[src/rtl/usb_sniffer_pkg.sv]
// Shared definitions for the USB sniffer FX2 write path: word width, packet size,
// source-select encoding and the per-cycle write-port action.
package usb_sniffer_pkg;

    localparam int FX2_W         = 16;
    localparam int FX2_PKT_WORDS = 256;

    typedef enum logic {
        SRC_DATA = 1'b0,
        SRC_MARK = 1'b1
    } src_e;

    typedef enum logic [1:0] {
        ACT_NONE   = 2'd0,
        ACT_WR     = 2'd1,
        ACT_PKTEND = 2'd2
    } act_e;

    // One-hot grant {mark, data} to source encoding.
    function automatic src_e src_of_gnt(input logic [1:0] gnt);
        return (gnt == 2'b10) ? SRC_MARK : SRC_DATA;
    endfunction

endpackage

[src/rtl/fx2_wr_sched_if.sv]
// Write-side bundle for the FX2 scheduler: source handshakes, FIFO flag and the
// registered write port. slave = scheduler, master = whatever drives the sources.
interface fx2_wr_sched_if
    import usb_sniffer_pkg::*;
#(
    parameter int W     = FX2_W,
    parameter int CNT_W = 16
);
    // Handshake: a source holds its word with *_valid_i=1 (show-ahead); the word is
    // consumed in exactly the cycle its *_ack_o is 1, and the source may then
    // present the next word on the following cycle.
    logic             enable_i;
    logic             flush_i;
    logic [W-1:0]     data_i;
    logic             data_valid_i;
    logic             data_ack_o;
    logic [W-1:0]     mark_i;
    logic             mark_valid_i;
    logic             mark_ack_o;
    logic             if_ready_i;
    logic             slwr_o;
    logic             pktend_o;
    logic [W-1:0]     fd_o;
    logic [CNT_W-1:0] pkt_cnt_o;
    logic             busy_o;
    act_e             dbg_act_o;

    modport slave (
        input  enable_i, flush_i, data_i, data_valid_i, mark_i, mark_valid_i, if_ready_i,
        output data_ack_o, mark_ack_o, slwr_o, pktend_o, fd_o, pkt_cnt_o, busy_o, dbg_act_o
    );

    modport master (
        output enable_i, flush_i, data_i, data_valid_i, mark_i, mark_valid_i, if_ready_i,
        input  data_ack_o, mark_ack_o, slwr_o, pktend_o, fd_o, pkt_cnt_o, busy_o, dbg_act_o
    );

endinterface

[src/rtl/rr_arb2.sv]
// Two-requester round-robin arbiter: combinational one-hot grant, last-grant register.
// Req/grant bit 0 = SRC_DATA, bit 1 = SRC_MARK.
module rr_arb2
    import usb_sniffer_pkg::*;
(
    input  logic       clk_i,
    input  logic       reset_n_i,
    input  logic       i_en,
    input  logic [1:0] i_req,
    output logic [1:0] o_gnt
);

    src_e r_last;

    always_comb begin
        o_gnt = 2'b00;
        if (i_en) begin
            case (i_req)
                2'b01:   o_gnt = 2'b01;
                2'b10:   o_gnt = 2'b10;
                2'b11:   o_gnt = (r_last == SRC_DATA) ? 2'b10 : 2'b01;
                default: o_gnt = 2'b00;
            endcase
        end
    end

    always_ff @(posedge clk_i or negedge reset_n_i) begin
        if (!reset_n_i) begin
            r_last <= SRC_DATA;
        end else if (|o_gnt) begin
            r_last <= src_of_gnt(o_gnt);
        end
    end

endmodule

[src/rtl/fx2_wr_sched.sv]
// FX2 slave-FIFO write scheduler: arbitrates capture and marker words onto fd/slwr,
// tracks endpoint packet fill and commits partial packets with pktend.
module fx2_wr_sched
    import usb_sniffer_pkg::*;
#(
    parameter int W            = FX2_W,
    parameter int PKT_WORDS    = FX2_PKT_WORDS,
    parameter int IDLE_TIMEOUT = 4096,
    parameter int CNT_W        = 16
) (
    input logic             clk_i,
    input logic             reset_n_i,
    fx2_wr_sched_if.slave   bus
);

    localparam int WC_W = $clog2(PKT_WORDS);
    localparam int IC_W = $clog2(IDLE_TIMEOUT);
    localparam logic [WC_W-1:0] WC_LAST = WC_W'(PKT_WORDS - 1);
    localparam logic [IC_W-1:0] IC_LAST = IC_W'(IDLE_TIMEOUT - 1);

    logic             r_slwr;
    logic             r_pktend;
    logic [W-1:0]     r_fd;
    logic [CNT_W-1:0] r_pkt_cnt;
    logic [WC_W-1:0]  r_word_cnt;
    logic [IC_W-1:0]  r_idle_cnt;
    logic             r_flush_pend;
    act_e             r_act;

    logic             w_pktend_due;
    logic             w_pktend_go;
    logic             w_arb_en;
    logic [1:0]       w_gnt;
    logic             w_grant;
    logic             w_wrap;
    logic [W-1:0]     w_word;

    // A due pktend owns the slot; grants are gated by reset so acks drop at once.
    assign w_pktend_due = (r_flush_pend || (r_idle_cnt == IC_LAST)) && (r_word_cnt != '0);
    assign w_pktend_go  = bus.if_ready_i && w_pktend_due;
    assign w_arb_en     = reset_n_i && bus.if_ready_i && !w_pktend_due && bus.enable_i;

    rr_arb2 u_arb (
        .clk_i     (clk_i),
        .reset_n_i (reset_n_i),
        .i_en      (w_arb_en),
        .i_req     ({bus.mark_valid_i, bus.data_valid_i}),
        .o_gnt     (w_gnt)
    );

    assign w_grant = |w_gnt;
    assign w_wrap  = w_grant && (r_word_cnt == WC_LAST);
    assign w_word  = w_gnt[1] ? bus.mark_i : bus.data_i;

    assign bus.data_ack_o = w_gnt[0];
    assign bus.mark_ack_o = w_gnt[1];

    always_ff @(posedge clk_i or negedge reset_n_i) begin
        if (!reset_n_i) begin
            r_slwr       <= 1'b0;
            r_pktend     <= 1'b0;
            r_fd         <= '0;
            r_pkt_cnt    <= '0;
            r_word_cnt   <= '0;
            r_idle_cnt   <= '0;
            r_flush_pend <= 1'b0;
            r_act        <= ACT_NONE;
        end else begin
            r_slwr   <= w_grant;
            r_pktend <= w_pktend_go;

            if (w_grant) begin
                r_fd  <= w_word;
                r_act <= ACT_WR;
            end else if (w_pktend_go) begin
                r_act <= ACT_PKTEND;
            end else begin
                r_act <= ACT_NONE;
            end

            // A full packet is committed by the FX2 itself, so wrap just counts it.
            if (w_pktend_go) begin
                r_word_cnt <= '0;
            end else if (w_grant) begin
                r_word_cnt <= w_wrap ? '0 : r_word_cnt + 1'b1;
            end

            if (w_pktend_go || w_wrap) begin
                r_pkt_cnt <= r_pkt_cnt + 1'b1;
            end

            // Never latch a flush that would produce a zero-length packet.
            if (w_pktend_go || w_wrap) begin
                r_flush_pend <= 1'b0;
            end else if (bus.flush_i && ((r_word_cnt != '0) || w_grant)) begin
                r_flush_pend <= 1'b1;
            end

            if (w_grant || w_pktend_go || (r_word_cnt == '0)) begin
                r_idle_cnt <= '0;
            end else if (r_idle_cnt != IC_LAST) begin
                r_idle_cnt <= r_idle_cnt + 1'b1;
            end
        end
    end

    assign bus.slwr_o    = r_slwr;
    assign bus.pktend_o  = r_pktend;
    assign bus.fd_o      = r_fd;
    assign bus.pkt_cnt_o = r_pkt_cnt;
    assign bus.busy_o    = (r_word_cnt != '0) || r_flush_pend;
    assign bus.dbg_act_o = r_act;

endmodule
[src/flat_wrapper.sv]
// flat-port wrapper written by rule: the top's interface ports become plain ports
module fx2_wr_sched_flat import usb_sniffer_pkg::*;
#(
    parameter int W            = FX2_W,
    parameter int PKT_WORDS    = FX2_PKT_WORDS,
    parameter int IDLE_TIMEOUT = 4096,
    parameter int CNT_W        = 16
)
  (clk_i, reset_n_i, bus_enable_i, bus_flush_i, bus_data_i, bus_data_valid_i, bus_mark_i, bus_mark_valid_i, bus_if_ready_i, bus_data_ack_o, bus_mark_ack_o, bus_slwr_o, bus_pktend_o, bus_fd_o, bus_pkt_cnt_o, bus_busy_o, bus_dbg_act_o);
  fx2_wr_sched_if #(.W(W), .CNT_W(CNT_W)) bus_i ();
  input logic clk_i;
  input logic reset_n_i;
  input wire logic [$bits(bus_i.enable_i)-1:0] bus_enable_i;
  input wire logic [$bits(bus_i.flush_i)-1:0] bus_flush_i;
  input wire logic [$bits(bus_i.data_i)-1:0] bus_data_i;
  input wire logic [$bits(bus_i.data_valid_i)-1:0] bus_data_valid_i;
  input wire logic [$bits(bus_i.mark_i)-1:0] bus_mark_i;
  input wire logic [$bits(bus_i.mark_valid_i)-1:0] bus_mark_valid_i;
  input wire logic [$bits(bus_i.if_ready_i)-1:0] bus_if_ready_i;
  output wire logic [$bits(bus_i.data_ack_o)-1:0] bus_data_ack_o;
  output wire logic [$bits(bus_i.mark_ack_o)-1:0] bus_mark_ack_o;
  output wire logic [$bits(bus_i.slwr_o)-1:0] bus_slwr_o;
  output wire logic [$bits(bus_i.pktend_o)-1:0] bus_pktend_o;
  output wire logic [$bits(bus_i.fd_o)-1:0] bus_fd_o;
  output wire logic [$bits(bus_i.pkt_cnt_o)-1:0] bus_pkt_cnt_o;
  output wire logic [$bits(bus_i.busy_o)-1:0] bus_busy_o;
  output wire logic [$bits(bus_i.dbg_act_o)-1:0] bus_dbg_act_o;
  assign bus_i.enable_i = bus_enable_i;
  assign bus_i.flush_i = bus_flush_i;
  assign bus_i.data_i = bus_data_i;
  assign bus_i.data_valid_i = bus_data_valid_i;
  assign bus_i.mark_i = bus_mark_i;
  assign bus_i.mark_valid_i = bus_mark_valid_i;
  assign bus_i.if_ready_i = bus_if_ready_i;
  assign bus_data_ack_o = bus_i.data_ack_o;
  assign bus_mark_ack_o = bus_i.mark_ack_o;
  assign bus_slwr_o = bus_i.slwr_o;
  assign bus_pktend_o = bus_i.pktend_o;
  assign bus_fd_o = bus_i.fd_o;
  assign bus_pkt_cnt_o = bus_i.pkt_cnt_o;
  assign bus_busy_o = bus_i.busy_o;
  assign bus_dbg_act_o = bus_i.dbg_act_o;
  fx2_wr_sched #(.W(W), .PKT_WORDS(PKT_WORDS), .IDLE_TIMEOUT(IDLE_TIMEOUT), .CNT_W(CNT_W)) u_core (.clk_i(clk_i), .reset_n_i(reset_n_i), .bus(bus_i));
endmodule
[config.mk]
export PLATFORM = sky130hd
export DESIGN_NAME = fx2_wr_sched_flat
export DESIGN_NICKNAME = d
export VERILOG_FILES = /design/src/rtl/usb_sniffer_pkg.sv /design/src/rtl/fx2_wr_sched_if.sv /design/src/rtl/rr_arb2.sv /design/src/rtl/fx2_wr_sched.sv /design/src/flat_wrapper.sv
export SDC_FILE = /design/constraint.sdc
export NUM_CORES = 1
export LEC_CHECK = 0
export BUFFER_PORTS_ARGS = -buffer_cell sky130_fd_sc_hd__buf_4
export CAP_MARGIN = 20
export CORE_MARGIN = 2
export CORE_UTILIZATION = 28
export DETAILED_ROUTE_END_ITERATION = 10
export GPL_TIMING_DRIVEN = 1
export HOLD_SLACK_MARGIN = 0.05
export SYNTH_ARGS = -nofsm -noshare
export SYNTH_HDL_FRONTEND = slang
export SYNTH_HIERARCHICAL = 1
export SYNTH_SLANG_ARGS = --single-unit
[constraint.sdc]
create_clock -name clk_i -period 4.6 [get_ports clk_i]
set_clock_uncertainty 0.05 [all_clocks]
set_input_delay 0.46 -clock clk_i [delete_from_list [all_inputs] [get_ports clk_i]]
set_output_delay 0.46 -clock clk_i [all_outputs]
set_load 0.005 [all_outputs]
### After elaboration in Yosys (flattened, before gate mapping)

Index checks and enable logic that the tools add are counted.

| word-level totals | value |
|---|---|
| bits in registers | 58 |
| logic and storage cells | 53 |
| bits of input ports | 39 |

| cells by class | value |
|---|---|
| equal/unequal tests | 7 |
| add/sub/neg operators | 3 |
| reduce and logical (&&, ||, !) cells | 20 |
| multiplexer cells | 14 |

Operators with widths:

| cell | number |
|---|---|
| two-way mux 12 bit | 2 |
| two-way mux 8 bit | 3 |
| adder 16 x 1 -> 16 bit, second input constant | 1 |
| two-way mux 16 bit | 1 |
| adder 12 x 1 -> 12 bit, second input constant | 1 |
| == test 12 bit, second input constant | 1 |
| != test 12 bit, second input constant | 1 |
| adder 8 x 1 -> 8 bit, second input constant | 1 |
| == test 8 bit, second input constant | 1 |
| logical NOT 8 bit | 1 |
| two-way mux 2 bit | 4 |
| nonzero test 8 bit | 1 |
| logical AND 1 bit | 7 |
| == test 2 bit, second input constant | 3 |
| logical OR 1 bit | 6 |
| case mux 2 bit (3 select lines) | 1 |
| nonzero test 2 bit | 3 |
| two-way mux 1 bit | 3 |
| == test 2 x 1 -> 1 bit, second input constant | 1 |
| OR reduction 2 bit | 1 |
| logical NOT 1 bit | 1 |

### Depth between registers and ports, before layout

Gate-level depths: netlist of the first run.

| logic depth | value |
|---|---|
| word-level depth | 12 |
| depth in mapped cells | 15 |

### Cells and area by module

Netlist of the first run, hierarchy kept.

Modules (own cells, without submodules):

| module | instances | area an instance (um2) | cells an instance | seq. area each (um2) |
|---|---|---|---|---|
| fx2_wr_sched | 1 | 2,708.8 | 259 | 1,401.3 |
| rr_arb2 | 1 | 61.3 | 8 | 25.0 |

### Least setup slack after synthesis of the first run

OpenSTA, ideal clock, no wires.

| timing path | value |
|---|---|
| kind | register -> register |
| start point | reg u_core.r_idle_cnt[0] |
| end point | reg u_core.r_pkt_cnt[7], in the netlist u_core/bus.pkt_cnt_o[7] |
| required time | 4.470 ns |
| buffers on the path | 3 |
| path slack | 1.712 ns |
| cell stages (with the launch flop) | 16 |
| data arrival time | 2.758 ns |
| path through | dfrtp_1 -> ha_1 -> nand3_1 -> nor3_4 -> o21ai_0 -> and4_1 -> nand2_1 -> a21oi_1 -> clkbuf_1 -> o21a_4 -> and4_4 -> a211o_1 -> buf_6 -> buf_6 -> nand3_1 -> xnor2_1 |

| between the ends | value |
|---|---|
| longest elaborated chain between the ends | 10 |
| elaborated cells on any way between the ends | 11 |
| classes of those cells | 1 x eq/ne; 1 x mux; 9 x reduce/logical |

RTL lines:

| item | RTL line | source |
|---|---|---|
| start: declaration | fx2_wr_sched.sv:26 | `logic [IC_W-1:0] r_idle_cnt;` |
| start signal: assignment | fx2_wr_sched.sv:102 | `r_idle_cnt <= r_idle_cnt + 1'b1;` |
| == test 12 bit | fx2_wr_sched.sv:39 | `assign w_pktend_due = (r_flush_pend \|\| (r_idle_cnt == IC_LAST)) && (r_word_cnt != '0);` |
| logical OR 1 bit | fx2_wr_sched.sv:39 |  |
| logical AND 1 bit | fx2_wr_sched.sv:39 |  |
| logical NOT 1 bit | fx2_wr_sched.sv:41 | `assign w_arb_en = reset_n_i && bus.if_ready_i && !w_pktend_due && bus.enable_i;` |
| logical AND 1 bit (2 in series) | fx2_wr_sched.sv:41 |  |
| via u_core.w_arb_en | fx2_wr_sched.sv:32 | `logic w_arb_en;` |
| two-way mux 2 bit | rr_arb2.sv:17 | `if (i_en) begin` |
| via bus_mark_ack_o | flat_wrapper.sv:21 | `output wire logic [$bits(bus_i.mark_ack_o)-1:0] bus_mark_ack_o;` |
| OR reduction 2 bit | fx2_wr_sched.sv:51 | `assign w_grant = \|w_gnt;` |
| logical AND 1 bit | fx2_wr_sched.sv:52 | `assign w_wrap = w_grant && (r_word_cnt == WC_LAST);` |
| logical OR 1 bit | fx2_wr_sched.sv:88 | `if (w_pktend_go \|\| w_wrap) begin` |
| end signal: assignment | fx2_wr_sched.sv:89 | `r_pkt_cnt <= r_pkt_cnt + 1'b1;` |
| end: declaration | fx2_wr_sched.sv:24 | `logic [CNT_W-1:0] r_pkt_cnt;` |

The timed path passes the listed nets, and every way through them passes these cells.
A chain may end at the register's enable or synchronous reset.

### Final worst setup path of the first run

| timing path | value |
|---|---|
| start point | reg u_core.r_idle_cnt[0] |
| end point | reg u_core.r_pkt_cnt[1], in the netlist u_core/bus.pkt_cnt_o[1] |

| between the ends | value |
|---|---|
| longest elaborated chain between the ends | 10 |
| elaborated cells on any way between the ends | 11 |
| classes of those cells | 1 x eq/ne; 1 x mux; 9 x reduce/logical |

RTL lines:

| item | RTL line |
|---|---|
| == test 12 bit | fx2_wr_sched.sv:39 |
| logical OR 1 bit | fx2_wr_sched.sv:39 |
| logical AND 1 bit | fx2_wr_sched.sv:39 |
| logical NOT 1 bit | fx2_wr_sched.sv:41 |
| logical AND 1 bit (2 in series) | fx2_wr_sched.sv:41 |
| via u_core.w_arb_en | fx2_wr_sched.sv:32 |
| two-way mux 2 bit | rr_arb2.sv:17 |
| OR reduction 2 bit | fx2_wr_sched.sv:51 |
| logical AND 1 bit | fx2_wr_sched.sv:52 |
| logical OR 1 bit | fx2_wr_sched.sv:88 |

The timed path passes the listed nets, and every way through them passes these cells.

==> results of run 1 <==
-- layout make-up --
cell class | instances | share of cell area (%)
multi-input combinational | 192 | 33.9
tap | 133 | 4.50
timing repair buffer | 80 | 16.2
clock buffer | 13 | 4.57
inverter | 6 | 0.609
clock inverter | 2 | 1.62
sequential | 57 | 38.6
-- power by group --
part	internal (mW)	leakage [nW]	switching [mW]	total [mW]
clock	0.347	0.116	0.186	0.532
combinational	0.246	0.809	0.212	0.458
sequential	0.621	0.750	0.0913	0.713
-- registers in the layout (all words and copies together), names as in the netlist --
signal,count
u_core/bus.fd_o,16
u_core/bus.pkt_cnt_o,16
u_core/r_idle_cnt,12
u_core/r_word_cnt,8
u_core/bus.dbg_act_o,2
u_core/bus.pktend_o,1
u_core/r_flush_pend,1
u_core/u_arb/r_last,1
-- kinds of logic (layout without fill, tap and decap cells) --
kind of cell             Yosys count  count (layout)
AND/OR/NAND/NOR                  104             104
flip-flops                        57              57
AO/OA/AOI/OAI                     38              38
XOR/XNOR                          28              28
multiplexers                      18              18
buffers and inverters             18             101
adder cells (fa/ha/maj)            4               4
-- layout by cell type (no fill, tap or decap), drive strengths merged, types with 3 or more instances in the layout --
master	n
a21oi	8
a31oi	3
and2	3
and3	6
and4	5
buf	80
clkbuf	13
dfrtp	57
ha	4
inv	6
mux2i	17
nand2	32
nand3	12
nand4	11
nor2	25
nor3	4
o21ai	21
xnor2	19
xor2	9
-- metal layers --
| metal | GRT usage [%] | part of all wire, % | up-vias |
|---|---|---|---|
| li1 | - | - | 1078 |
| met4 | 2.73 | 0.75 | 0 |
| met5 | 0 | 0 | - |
| met3 | 4.37 | 6.5 | 8 |
| met2 | 20.8 | 49 | 59 |
| met1 | 13.8 | 43 | 1059 |
-- worst paths after layout --
path | startpoint | slack [ns] | end
max | u_core/r_idle_cnt[0] | 1.16 | u_core/bus.pkt_cnt_o[1]
min | reset_n_i | 0.26 | u_core/bus.fd_o[11]
max reg2reg | u_core/r_idle_cnt[0] | 1.16 | u_core/bus.pkt_cnt_o[1]
min reg2reg | u_core/bus.pkt_cnt_o[15] | 0.42 | u_core/bus.pkt_cnt_o[15]
max in group asynchronous | reset_n_i | 3.75 | u_core/bus.pktend_o
min in group clk_i | bus_mark_i[6] | 0.29 | u_core/bus.fd_o[6]
-- per-stage QoR --
| step | total power [mW] | worst slack, ns | area (um2) |
|---|---|---|---|
| 2_1_floorplan | 0.937 | 1.71 | 2770 |
| 3_3_place_gp | 1.17 | 1.26 | 3470 |
| 3_5_place_dp | 1.18 | 1.16 | 3470 |
| 4_1_cts | 1.73 | 1.12 | 3700 |
| 5_1_grt | 1.82 | 0.838 | 3700 |
| 6_report | 1.70 | 1.16 | 3700 |
==> impl_metrics.env, run 1 <==
export IMPL_drv_cap=0
export IMPL_hold_class="in -> async"
export IMPL_slowest_stage="a211o_1"
export IMPL_fin_tns_setup_ns=0
export IMPL_synth_cell_type_count=39
export IMPL_slew_headroom_pct=50.9
export IMPL_synth_common_cells="dfrtp_1, nand2_1, nor2_1, o21ai_0, xnor2_1"
export IMPL_timing_final_crit_share_pct=74.7
export IMPL_worstPathCellList="ha_1, nand3_1, nor3_4, o21ai_0, and4_1, nand2_1, a21oi_2, buf_4, o21a_4, and4_4, a211o_1, mux2_2"
export IMPL_synth_edf_count=0
export IMPL_placedCellCount=468
export IMPL_synth_compound_area_share_pct=8.13
export IMPL_cts_tree="built"
export IMPL_setup_viol=0
export IMPL_yosys_top_cells_area="dfrtp_1, mux2i_1, xnor2_1, nand2_1, o21ai_0"
export IMPL_period_needed_ns=3.44
export IMPL_vias=2204
export IMPL_synthFlopType="dfrtp_1"
export IMPL_grtUsageTotal_pct=11.9
export IMPL_rsz0062_at_grt="false"
export IMPL_start_util_pct=28.6
export IMPL_die_width_um=103
export IMPL_diodes=0
export IMPL_synth_avg_cell_area_um2=10.4
export IMPL_fin_cells=483
export IMPL_holdBufCountCts=0
export IMPL_critical_path_buf_inv_count=1
export IMPL_numCtsBuffers=9
export IMPL_synth_simple_area_share_pct=19.6
export IMPL_grt_pass1_wl_um=9890
export IMPL_critical_path_top_delay_family="compound AO/OA/AOI/OAI gates"
export IMPL_synth_cell_area_um2=2770
export IMPL_rows=36
export IMPL_area_sequential_um2=1430
export IMPL_synthArstFlopShare_pct=100
export IMPL_status="complete, no violations"
export IMPL_htreeDepth=3
export IMPL_worstMarginPinSlew_ns=0.737
export IMPL_final_core_util_pct=38.2
export IMPL_yosys_area_top_type="dfrtp_1"
export IMPL_gp_congestion=0.797
export IMPL_max_freq_mhz=291
export IMPL_die_area_um2=10700
export IMPL_yosysMostFrequentCell="dfrtp_1"
export IMPL_syn2layout_area_growth_pct=33.5
export IMPL_dp_hpwl_um=4280
export IMPL_synth_fp_nets=310
export IMPL_antenna_found_initial=0
export IMPL_netlist_instances=267
export IMPL_num_io_pins=78
export IMPL_grt_max_degree=58
export IMPL_cp_end_kind="register"
export IMPL_nFillCells=959
export IMPL_post_cts_buffers=0
export IMPL_multi_input_area_um2=1250
export IMPL_cp_max_fo=35
export IMPL_fin_nets=389
export IMPL_grt_overflow=0
export IMPL_drv_slew=0
export IMPL_hold_viol=0
export IMPL_wl_um=6230
export IMPL_root_buffer="clkbuf_8"
export IMPL_numClockSinks=57
export IMPL_required_ns=4.76
export IMPL_ys_ff_latch=57
export IMPL_power_density_nw_per_um2=461
export IMPL_wl_per_cell_um=12.9
export IMPL_ant_nets=0
export IMPL_insertion_delay_ns=0.33
export IMPL_dr_pass1_iters=4
export IMPL_coreArea_um2=9680
export IMPL_final_layout_size_suffix_gt1_share_pct=30.0
export IMPL_synth_top_cell_area_share_pct=51.5
export IMPL_rr_worst_depth=12
export IMPL_portBuffers=77
export IMPL_whs_ns=0.262
export IMPL_synthMuxAreaShare_pct=6.55
export IMPL_leakage_nw=1.67
export IMPL_synth_top_family_by_area="simple AND/OR/NAND/NOR gates"
export IMPL_path_clk_slew_ns=0.06
export IMPL_crit_type="reg -> reg"
export IMPL_vias_per_cell=4.56
export IMPL_cp_start_kind="register"
export IMPL_arrival_ns=3.60
export IMPL_cpPeakStageDelay_ns=0.53
export IMPL_dieHeight_um=103
export IMPL_cts_buffer_depth=2
export IMPL_drc=0
export IMPL_worst_ir_drop_vdd_mv=0.240
export IMPL_synth_fa_ha_area_share_pct=1.81
export IMPL_drtIter0Drc=89
export IMPL_crit_cells=12
export IMPL_synthXorXnorAreaFrac_pct=8.85
export IMPL_ys_seq_area_share_pct=51.5
export IMPL_cts_resized=0
export IMPL_ys_warn_count=6
export IMPL_grt_pass1_vias=2158
Power figures use the tool's default switching activity.
==> inputs of run 2 (changes only) <==
==> constraint.sdc (replaced) <==
create_clock -name clk_i -period 3 [get_ports clk_i]
set_clock_uncertainty 0.05 [all_clocks]
set_input_delay 0.3 -clock clk_i [delete_from_list [all_inputs] [get_ports clk_i]]
set_output_delay 0.3 -clock clk_i [all_outputs]
set_load 0.005 [all_outputs]
==> run 2 against run 1 <==
- register-to-register slack worse by 0.93 ns
- setup slack worse by 0.93 ns
- design area up 0.68%
- power up 50%
- global-route usage up 0.14 points
- sequential cell count unchanged
- non-clock buffer count up 5
- critical endpoint unchanged
- largest power group unchanged
- highest routed layer unchanged
==> impl_metrics.env, run 2 (synthesis gave the netlist of run 1 again) <==
export IMPL_period_needed_ns=2.77
export IMPL_numClockSinks=57
export IMPL_r2r_end="u_core/bus.pkt_cnt_o[1]"
export IMPL_hold_class="in -> async"
export IMPL_cts_buffer_depth=2
export IMPL_gp_congestion=0.803
export IMPL_syn2layout_area_growth_pct=34.4
export IMPL_r2r_slack_ns=0.23
export IMPL_fin_nets=394
export IMPL_power_density_nw_per_um2=685
export IMPL_start_util_pct=28.6
export IMPL_use_met2_pct=19.9
export IMPL_use_met1_pct=14.3
export IMPL_vias=2235
export IMPL_top_usage_layer="met2"
export IMPL_numCtsBuffers=9
export IMPL_diodes=0
export IMPL_worstMarginPinSlew_ns=0.716
export IMPL_wl_um=6210
export IMPL_rr_worst_depth=11
export IMPL_worstPathCellList="ha_1, nand3_1, nor3_4, o21ai_0, and4_1, nand2_1, a21oi_2, o21a_4, and4_4, a211o_4, mux2_2"
export IMPL_post_cts_buffers=0
export IMPL_portBuffers=77
export IMPL_cp_max_fo=17
export IMPL_coreArea_um2=9680
export IMPL_rows=36
export IMPL_insertion_delay_ns=0.33
export IMPL_ant_nets=0
export IMPL_final_layout_size_suffix_gt1_share_pct=31.2
export IMPL_cp_start_kind="register"
export IMPL_root_buffer="clkbuf_8"
export IMPL_cts_tree="built"
export IMPL_antenna_found_initial=0
export IMPL_cp_end_kind="register"
export IMPL_cpPeakStageDelay_ns=0.40
export IMPL_htreeDepth=3
export IMPL_fin_tns_setup_ns=0
export IMPL_required_ns=3.17
export IMPL_crit_type="reg -> reg"
export IMPL_path_clk_slew_ns=0.06
export IMPL_grt_pass1_wl_um=9870
export IMPL_status="complete, no violations"
export IMPL_timing_final_crit_share_pct=92.4
export IMPL_grt_max_degree=58
export IMPL_max_freq_mhz=361
export IMPL_holdBufCountCts=0
export IMPL_wl_per_cell_um=12.7
export IMPL_drc=0
export IMPL_drv_cap=0
export IMPL_die_area_um2=10700
export IMPL_grtUsageTotal_pct=12.0
export IMPL_num_io_pins=78
export IMPL_dr_pass1_iters=4
export IMPL_vias_per_cell=4.57
export IMPL_rsz0062_at_grt="false"
export IMPL_leakage_nw=1.69
export IMPL_grt_pass1_vias=2123
export IMPL_final_cell_mix="buf_4, dfrtp_1, nand2_1, nor2_1, o21ai_0"
export IMPL_arrival_ns=2.94
export IMPL_slowest_stage="a211o_4"
export IMPL_r2r_start="u_core/r_idle_cnt[0]"
export IMPL_whs_ns=0.0819
export IMPL_dp_hpwl_um=4410
export IMPL_hold_viol=0
export IMPL_dieHeight_um=103
export IMPL_final_common_cell="buf_4"
export IMPL_worst_ir_drop_vdd_mv=0.339
export IMPL_slew_headroom_pct=52.3
export IMPL_met3_usage_pct=4.50
export IMPL_grt_overflow=0
export IMPL_setup_viol=0
export IMPL_drv_slew=0
export IMPL_die_width_um=103
export IMPL_drtIter0Drc=69
==> run 2: metrics by stage <==
step                      instance area [um2]  power, mW  instances  setup slack (ns)  util, %
after floorplan                          2770       1.44        267             0.112        -
after global placement                   3510       1.81        473            0.0443     36.2
after detailed placement                 3510       1.83        473           -0.0344     36.2
after CTS                                3710       2.58        489             0.141     38.4
after global routing                     3720       2.73        489           0.00297     38.4
final                                    3720       2.55        489             0.227     38.4
==> run 2: worst max path at each step <==
| stage | start | endpoint | slack (ns) | cells past startpoint |
|---|---|---|---|---|
| after global routing | u_core/r_word_cnt[4] | bus_mark_ack_o | 0.003 | 8 |
| after CTS | u_core/r_idle_cnt[0] | u_core/bus.pkt_cnt_o[1] | 0.14 | 11 |
| after global placement | u_core/r_idle_cnt[0] | u_core/bus.pkt_cnt_o[1] | 0.04 | 11 |
| after detailed placement | u_core/r_idle_cnt[0] | u_core/bus.pkt_cnt_o[1] | -0.03 | 11 |
| after floorplan | u_core/r_idle_cnt[0] | u_core/bus.pkt_cnt_o[7] | 0.11 | 15 |
| final | u_core/r_idle_cnt[0] | u_core/bus.pkt_cnt_o[1] | 0.23 | 11 |
==> run 2: layout make-up <==
type                       instances  area (um2)
timing repair buffer              85         638
clock inverter                     2        35.0
inverter                           6        22.5
sequential                        57        1430
tap                              133         166
fill                             994        5960
multi-input combinational        192        1260
clock buffer                      14         173
==> run 2: per-layer routing <==
layer,share of wire (%),vias up
li1,-,1090
met1,44,1085
met2,49,54
met3,5.8,6
met4,1.1,0
met5,0,-
==> run 2: worst max-delay path: cells and delay by family, from the launching register on <==
| kind | cells | cell delay, ns |
|---|---|---|
| AND/OR/NAND/NOR | 5 | 0.96 |
| AO/OA/AOI/OAI | 4 | 0.77 |
| flip-flops | 1 | 0.39 |
| multiplexers | 1 | 0.30 |
| adder cells (fa/ha/maj) | 1 | 0.21 |
==> run 2: power by group <==
part           switching (mW)  internal [mW]  total [mW]
sequential              0.141          0.953        1.09
clock                   0.288          0.451       0.739
combinational           0.326          0.390       0.716
==> run 2: what timing repair did <==
item,4_1_cts,5_1_grt
resized for setup,1,1
setup endpoints to repair,4,12
pin swaps,0,0
